==> src/rtl/conv2d_out_framer_if.sv <==
// Output stream bus of the conv2d output framer: pixel plus frame sideband,
// valid/ready handshake. The master drives data/valid/tags, the slave drives ready.
interface conv2d_out_framer_if #(
    parameter int PIXEL_BITS = 8
);
    logic [PIXEL_BITS-1:0] m_data;
    logic                  m_valid;
    logic                  m_ready;
    logic                  m_sof;
    logic                  m_eol;
    logic                  m_eof;

    modport master (
        output m_data,
        output m_valid,
        output m_sof,
        output m_eol,
        output m_eof,
        input  m_ready
    );

    modport slave (
        input  m_data,
        input  m_valid,
        input  m_sof,
        input  m_eol,
        input  m_eof,
        output m_ready
    );
endinterface

==> src/rtl/conv2d_out_framer.sv <==
// Output framer for a 3x3 convolution stage. Tracks the input raster position,
// keeps only the valid-window pixels (col>=2, row>=2), tags them with
// sof/eol/eof and buffers them in a first-word-fall-through FIFO that feeds a
// valid/ready stream. The input side cannot be stalled, so a kept pixel that
// finds the FIFO full is dropped and recorded in a sticky overflow flag.
module conv2d_out_framer #(
    parameter int IMG_W      = 128,
    parameter int IMG_H      = 128,
    parameter int PIXEL_BITS = 8,
    parameter int FIFO_DEPTH = 16
) (
    input  logic                  clk,
    input  logic                  rst,
    input  logic                  frame_start,
    input  logic [PIXEL_BITS-1:0] in_pixel,
    input  logic                  in_valid,
    conv2d_out_framer_if.master   m,
    output logic                  frame_done,
    output logic                  overflow,
    input  logic                  clr_ovf
);

    localparam int CW = (IMG_W > 1) ? $clog2(IMG_W) : 1;
    localparam int RW = (IMG_H > 1) ? $clog2(IMG_H) : 1;
    localparam int AW = $clog2(FIFO_DEPTH);

    localparam logic [CW-1:0] COL_FIRST = CW'(2);
    localparam logic [RW-1:0] ROW_FIRST = RW'(2);
    localparam logic [CW-1:0] COL_LAST  = CW'(IMG_W - 1);
    localparam logic [RW-1:0] ROW_LAST  = RW'(IMG_H - 1);
    localparam logic [AW:0]   CNT_FULL  = (AW + 1)'(FIFO_DEPTH);

    typedef enum logic [1:0] {
        IDLE  = 2'd0,
        RUN   = 2'd1,
        DRAIN = 2'd2
    } state_t;

    typedef struct packed {
        logic                  sof;
        logic                  eol;
        logic                  eof;
        logic [PIXEL_BITS-1:0] pixel;
    } entry_t;

    state_t          r_state;
    logic [CW-1:0]   r_col;
    logic [RW-1:0]   r_row;
    entry_t          r_mem [FIFO_DEPTH];
    logic [AW-1:0]   r_wr_ptr;
    logic [AW-1:0]   r_rd_ptr;
    logic [AW:0]     r_count;
    logic            r_overflow;

    logic            w_beat;
    logic [CW-1:0]   w_col;
    logic [RW-1:0]   w_row;
    logic            w_keep;
    logic            w_last;
    logic            w_full;
    logic            w_empty;
    logic            w_pop;
    logic            w_push;
    logic            w_drop;
    logic            w_done;
    entry_t          w_head;
    entry_t          w_wr_entry;

    // Beat position, keep/tag decisions and FIFO handshake terms.
    always_comb begin
        // NOTE: every signal gets a value on every path, so no latch is inferred.
        w_beat     = in_valid && (frame_start || (r_state == RUN));
        // A frame_start beat is position (0,0) regardless of the old counters.
        w_col      = frame_start ? '0 : r_col;
        w_row      = frame_start ? '0 : r_row;
        w_keep     = w_beat && (w_col >= COL_FIRST) && (w_row >= ROW_FIRST);
        w_last     = w_beat && (w_col == COL_LAST) && (w_row == ROW_LAST);
        w_full     = (r_count == CNT_FULL);
        w_empty    = (r_count == '0);
        w_pop      = !w_empty && m.m_ready;
        // A full FIFO still takes the beat when the head leaves in the same cycle.
        w_push     = w_keep && (!w_full || w_pop);
        w_drop     = w_keep && !w_push;
        w_head     = r_mem[r_rd_ptr];
        w_wr_entry = '{sof:   (w_col == COL_FIRST) && (w_row == ROW_FIRST),
                       eol:   (w_col == COL_LAST),
                       eof:   (w_col == COL_LAST) && (w_row == ROW_LAST),
                       pixel: in_pixel};
        // Frame completes when its eof entry pops, or, if that entry was
        // dropped, once the FIFO has run dry.
        w_done     = (r_state == DRAIN) && ((w_pop && w_head.eof) || w_empty);
    end

    // Frame FSM and raster counters.
    always_ff @(posedge clk) begin
        // NOTE: sequential state uses non-blocking assignments only.
        if (rst) begin
            r_state <= IDLE;
            r_col   <= '0;
            r_row   <= '0;
        end else begin
            if (frame_start) begin
                r_state <= RUN;
                r_col   <= '0;
                r_row   <= '0;
            end else if (w_done) begin
                r_state <= IDLE;
            end
            if (w_beat) begin
                if (w_last) begin
                    r_state <= DRAIN;
                    r_col   <= '0;
                    r_row   <= '0;
                end else if (w_col == COL_LAST) begin
                    r_col <= '0;
                    r_row <= w_row + 1'b1;
                end else begin
                    r_col <= w_col + 1'b1;
                    r_row <= w_row;
                end
            end
        end
    end

    // FIFO pointers and occupancy; pointers wrap naturally at FIFO_DEPTH.
    always_ff @(posedge clk) begin
        if (rst) begin
            r_wr_ptr <= '0;
            r_rd_ptr <= '0;
            r_count  <= '0;
        end else begin
            if (w_push) begin
                r_wr_ptr <= r_wr_ptr + 1'b1;
            end
            if (w_pop) begin
                r_rd_ptr <= r_rd_ptr + 1'b1;
            end
            case ({w_push, w_pop})
                2'b10:   r_count <= r_count + 1'b1;
                2'b01:   r_count <= r_count - 1'b1;
                default: r_count <= r_count;
            endcase
        end
    end

    // FIFO storage write port.
    always_ff @(posedge clk) begin
        // NOTE: storage is not reset; outputs are gated by occupancy instead.
        if (w_push) begin
            r_mem[r_wr_ptr] <= w_wr_entry;
        end
    end

    // Sticky overflow; a new drop wins over a clear in the same cycle.
    always_ff @(posedge clk) begin
        if (rst) begin
            r_overflow <= 1'b0;
        end else if (w_drop) begin
            r_overflow <= 1'b1;
        end else if (clr_ovf) begin
            r_overflow <= 1'b0;
        end
    end

    // Head of the FIFO drives the stream directly (fall-through), zeroed when empty.
    always_comb begin
        m.m_valid  = !w_empty;
        m.m_data   = w_empty ? '0 : w_head.pixel;
        m.m_sof    = !w_empty && w_head.sof;
        m.m_eol    = !w_empty && w_head.eol;
        m.m_eof    = !w_empty && w_head.eof;
        frame_done = w_done;
        overflow   = r_overflow;
    end

endmodule
==> src/flat_wrapper.sv <==
// flat-port wrapper written by rule: the top's interface ports become plain ports
module conv2d_out_framer_flat 
#(
    parameter int IMG_W      = 128,
    parameter int IMG_H      = 128,
    parameter int PIXEL_BITS = 8,
    parameter int FIFO_DEPTH = 16
)
  (clk, rst, frame_start, in_pixel, in_valid, frame_done, overflow, clr_ovf, m_m_data, m_m_valid, m_m_sof, m_m_eol, m_m_eof, m_m_ready);
  conv2d_out_framer_if #(.PIXEL_BITS(PIXEL_BITS)) m_i ();
  input  logic clk;
  input  logic rst;
  input  logic frame_start;
  input  logic [PIXEL_BITS-1:0] in_pixel;
  input  logic in_valid;
  output logic frame_done;
  output logic overflow;
  input  logic clr_ovf;
  output wire logic [$bits(m_i.m_data)-1:0] m_m_data;
  output wire logic [$bits(m_i.m_valid)-1:0] m_m_valid;
  output wire logic [$bits(m_i.m_sof)-1:0] m_m_sof;
  output wire logic [$bits(m_i.m_eol)-1:0] m_m_eol;
  output wire logic [$bits(m_i.m_eof)-1:0] m_m_eof;
  input wire logic [$bits(m_i.m_ready)-1:0] m_m_ready;
  assign m_m_data = m_i.m_data;
  assign m_m_valid = m_i.m_valid;
  assign m_m_sof = m_i.m_sof;
  assign m_m_eol = m_i.m_eol;
  assign m_m_eof = m_i.m_eof;
  assign m_i.m_ready = m_m_ready;
  conv2d_out_framer #(.IMG_W(IMG_W), .IMG_H(IMG_H), .PIXEL_BITS(PIXEL_BITS), .FIFO_DEPTH(FIFO_DEPTH)) u_core (.clk(clk), .rst(rst), .frame_start(frame_start), .in_pixel(in_pixel), .in_valid(in_valid), .m(m_i), .frame_done(frame_done), .overflow(overflow), .clr_ovf(clr_ovf));
endmodule
==> config.mk <==
export PLATFORM = sky130hd
export DESIGN_NAME = conv2d_out_framer_flat
export DESIGN_NICKNAME = d
export VERILOG_FILES = /design/src/rtl/conv2d_out_framer_if.sv /design/src/rtl/conv2d_out_framer.sv /design/src/flat_wrapper.sv
export SDC_FILE = /design/constraint.sdc
export NUM_CORES = 1
export LEC_CHECK = 0
export ABC_CLOCK_PERIOD_IN_PS = 3600
export CAP_MARGIN = 25
export CORE_MARGIN = 5
export CORE_UTILIZATION = 50
export DETAILED_ROUTE_END_ITERATION = 7
export HOLD_SLACK_MARGIN = 0.1
export PLACE_DENSITY = 0.7
export SLEW_MARGIN = 20
export SYNTH_ARGS = -nofsm -noshare
export SYNTH_HDL_FRONTEND = slang
export SYNTH_SLANG_ARGS = --single-unit
==> constraint.sdc <==
create_clock -name clk -period 3.6 [get_ports clk]
set_input_delay 0.54 -clock clk [delete_from_list [all_inputs] [get_ports clk]]
set_output_delay 0.54 -clock clk [all_outputs]
set_load 0.02 [all_outputs]
==> results.yml, run 1 <==
global_route:
  grt_pass1_wl_um: 28100
  gr-total-overflow: 0
  grt_max_degree: 44
  track_usage_pct: 18.5
  antenna_found_initial: 0
  grt_pass1_vias: 4799
clock_tree:
  postCtsHoldBufs: 0
  cts_buffer_depth: 3
  clk_latency_ns: 0.51
  cts.reportedPaths.clkPinSlew_ns: 0.06
  htree_num_levels: 1
  cts_setup_buffers: 0
  cts_tree: "built"
  cts_buffers: 22
  clockRootBuffer: "clkbuf_16"
  clock_sinks: 210
  cts_resized: 2
floorplan:
  start_util_pct: 50.3
  die-height_um: 141
  rows: 48
  io_pins: 28
  coreArea_sq_um: 17100
  die-area_sq_um: 19900
  dieWidth_um: 141
finish:
  mostFrequentLayoutCell: "edfxtp_1"
  drive_gt1_share_pct: 25.0
  fin_nets: 597
  layout_common_cells: "edfxtp_1, mux4_2, nor2_1"
  areaGrowthSynthToFinish_pct: 18.4
  num_antenna_cells: 0
critical_path:
  startpoint_type: "register"
  arrival_ns: 2.91
  cp_max_fo: 16
  endpoint_kind: "primary output"
  rr_startpoint: "u_core.r_row[0]"
  slowest_stage: "clkdlybuf4s50_1"
  path_class: "reg2out"
  crit_required_ns: 3.06
  crit_top_cell: "mux4_2"
  r2r_cells: 10
  crit_chain: "buf_12 > mux4_2 > mux4_2 > nor2b_1 > clkdlybuf4s50_1"
  slowest_delay_ns: 0.55
min_path:
  holdPathStages: 2
  worstHoldStart: "u_core.overflow"
  hold_class: "reg2reg"
logic_synthesis:
  avgSynthCellArea_sq_um: 17.1
  synth_mux_area_share_pct: 15.2
  yosys.area_share.simple_pct: 8.73
  synth_seq_area_share_pct: 69.4
  synthCells: 503
  synth_fa_ha_area_share_pct: 1.69
  ys_ff_latch: 210
  synth-xor-area-share_pct: 1.32
  syn-cell-area_sq_um: 8600
  synth-compound-area-share_pct: 2.11
  ys_types: 43
  synth_warnings: 0
  synth_top_family_by_area: "multiplexers"
  syn-num-nets: 528
timing:
  relSlewSlack_pct: 60.3
  tightest_slew_ns: 0.594
  fin_crit_sh_pct: 95.8
  slew_viol_final: 0
  grt_setup_unrepaired: "no"
  setup_viol: 0
  setup_tns_ns: 0
  skew_ns: 0.0147
  fin_crit_ns: 3.45
  hold_viol_final: 0
  max_freq_mhz: 290
pwr:
  p_leak_nw: 3.16
  ir_drop_mv: 0.443
  total_power_mw: 6.46
  power.density_nw_per_um2: 634
detailed_routing:
  drt_first_pass_iters: 5
  dr_total_vias: 4661
  wl_per_cell_um: 22.1
  via_per_inst: 5.73
  drtAntennaViolNets: 0
  drt_wl_total_um: 17900
  first_iter_violations: 346
  drcViolationCount: 0
run:
  drv_cap: 0
placed_design:
  place.gp.congestion: 0.894
  dpl.hpwl_um: 11400
  io_buffers: 27
outcome:
  outcome: "finished clean"
==> synthesized netlist by cell type (all sizes together) <==
library cell / count / share of area [%]
edfxtp: 176 / 61
mux4: 54 / 14
nor2: 44 / 1.9
dfxtp: 34 / 7.9
nand2: 20 / 0.87
nor2b: 19 / 1.4
nor3: 17 / 1.0
clkbuf: 15 / 0.65
inv: 12 / 0.52
nand3: 11 / 0.64
xnor2: 11 / 1.1
a21oi: 10 / 0.58
ha: 10 / 1.5
nand2b: 9 / 0.65
buf: 8 / 0.44
mux2: 8 / 1.0
nor4: 6 / 0.68
o21ai: 6 / 0.35
or4: 5 / 0.52
a22oi: 3 / 0.26
or3: 3 / 0.22
a31oi: 2 / 0.15
and2: 2 / 0.15
nand4: 2 / 0.15
nor3b: 2 / 0.17
o21a: 2 / 0.17
xor2: 2 / 0.20
a21boi: 1 / 0.087
a21o: 1 / 0.087
a32oi: 1 / 0.10
a41o: 1 / 0.12
a41oi: 1 / 0.10
and3: 1 / 0.073
and3b: 1 / 0.10
and4bb: 1 / 0.15
fa: 1 / 0.23
o32ai: 1 / 0.10
==> critical path: cells and delay by family (launching register included) <==
| kind | cells | cell delay [ns] |
|---|---|---|
| muxes | 2 | 1.00 |
| buffers and inverters | 2 | 0.76 |
| DFF | 1 | 0.46 |
| and+or+nand+nor | 1 | 0.16 |
==> routing by layer <==
metal	up-vias	track usage [%]	share of wire, %
li1	2107	-	-
met1	2400	23.4	40
met2	123	32.9	53
met3	31	3.12	5.0
met4	0	5.66	2.7
met5	-	0	0
==> sequential cells by signal, summed over array words and instances, names as in the netlist, named ones only <==
| register | flops |
|---|---|
| u_core.r_state | 2 |
| u_core.r_col | 7 |
| u_core.overflow | 1 |
| u_core.r_mem | 176 |
| u_core.r_wr_ptr | 4 |
| u_core.r_count | 5 |
| u_core.r_rd_ptr | 4 |
| u_core.r_row | 7 |
==> metrics by stage <==
step | instances | hold slack [ns] | utilization (%) | cell area (sq um) | worst slack, ns
5_1_grt | 813 | 0.509 | 59.5 | 10200 | 0.0394
3_5_place_dp | 773 | 0.472 | 55.2 | 9440 | 0.0681
4_1_cts | 813 | 0.484 | 59.6 | 10200 | 0.102
6_report | 813 | 0.474 | 59.5 | 10200 | 0.151
3_3_place_gp | 773 | 0.463 | 55.2 | 9440 | 0.188
2_1_floorplan | 503 | 0.468 | - | 8600 | 0.190
==> final timing paths <==
kind                        to  slack, ns
min            u_core.overflow       0.47
max                    m_m_eol       0.15
min reg2reg    u_core.overflow       0.47
max reg2reg  u_core.r_count[4]       0.78
==> cells by family after synthesis <==
family / Yosys count
flip-flops: 210
AND/OR/NAND/NOR: 143
multiplexers: 62
buffers and inverters: 35
AO/OA/AOI/OAI: 29
XOR/XNOR: 13
adder cells (fa/ha/maj): 11
==> area by class of cell <==
class,instances,area (sq um)
repair buffers,68,623
clock inverters,12,176
inverters,12,45.0
multi-input cells,258,2520
fillers,1247,6930
well taps,225,282
flip-flops and latches,210,5970
clock buffers,28,573
==> where the power goes <==
group	leakage, nW	internal, mW	switching [mW]	total, mW
Combinational	1.04	0.707	0.693	1.40
Sequential	1.76	2.67	0.0633	2.73
Clock	0.362	1.42	0.908	2.33
Total	3.16	4.80	1.66	6.46
(Power assumes the default switching activity.)
==> inputs of run 2 (changes only) <==
--- a/config.mk
+++ b/config.mk
@@ -12,6 +12,7 @@
 export DETAILED_ROUTE_END_ITERATION = 7
 export HOLD_SLACK_MARGIN = 0.1
 export PLACE_DENSITY = 0.7
+export SETUP_SLACK_MARGIN = 0.02
 export SLEW_MARGIN = 20
 export SYNTH_ARGS = -nofsm -noshare
 export SYNTH_HDL_FRONTEND = slang
==> results of run 2 <==
Final layout, timing and power as in run 1 (identical DEF).
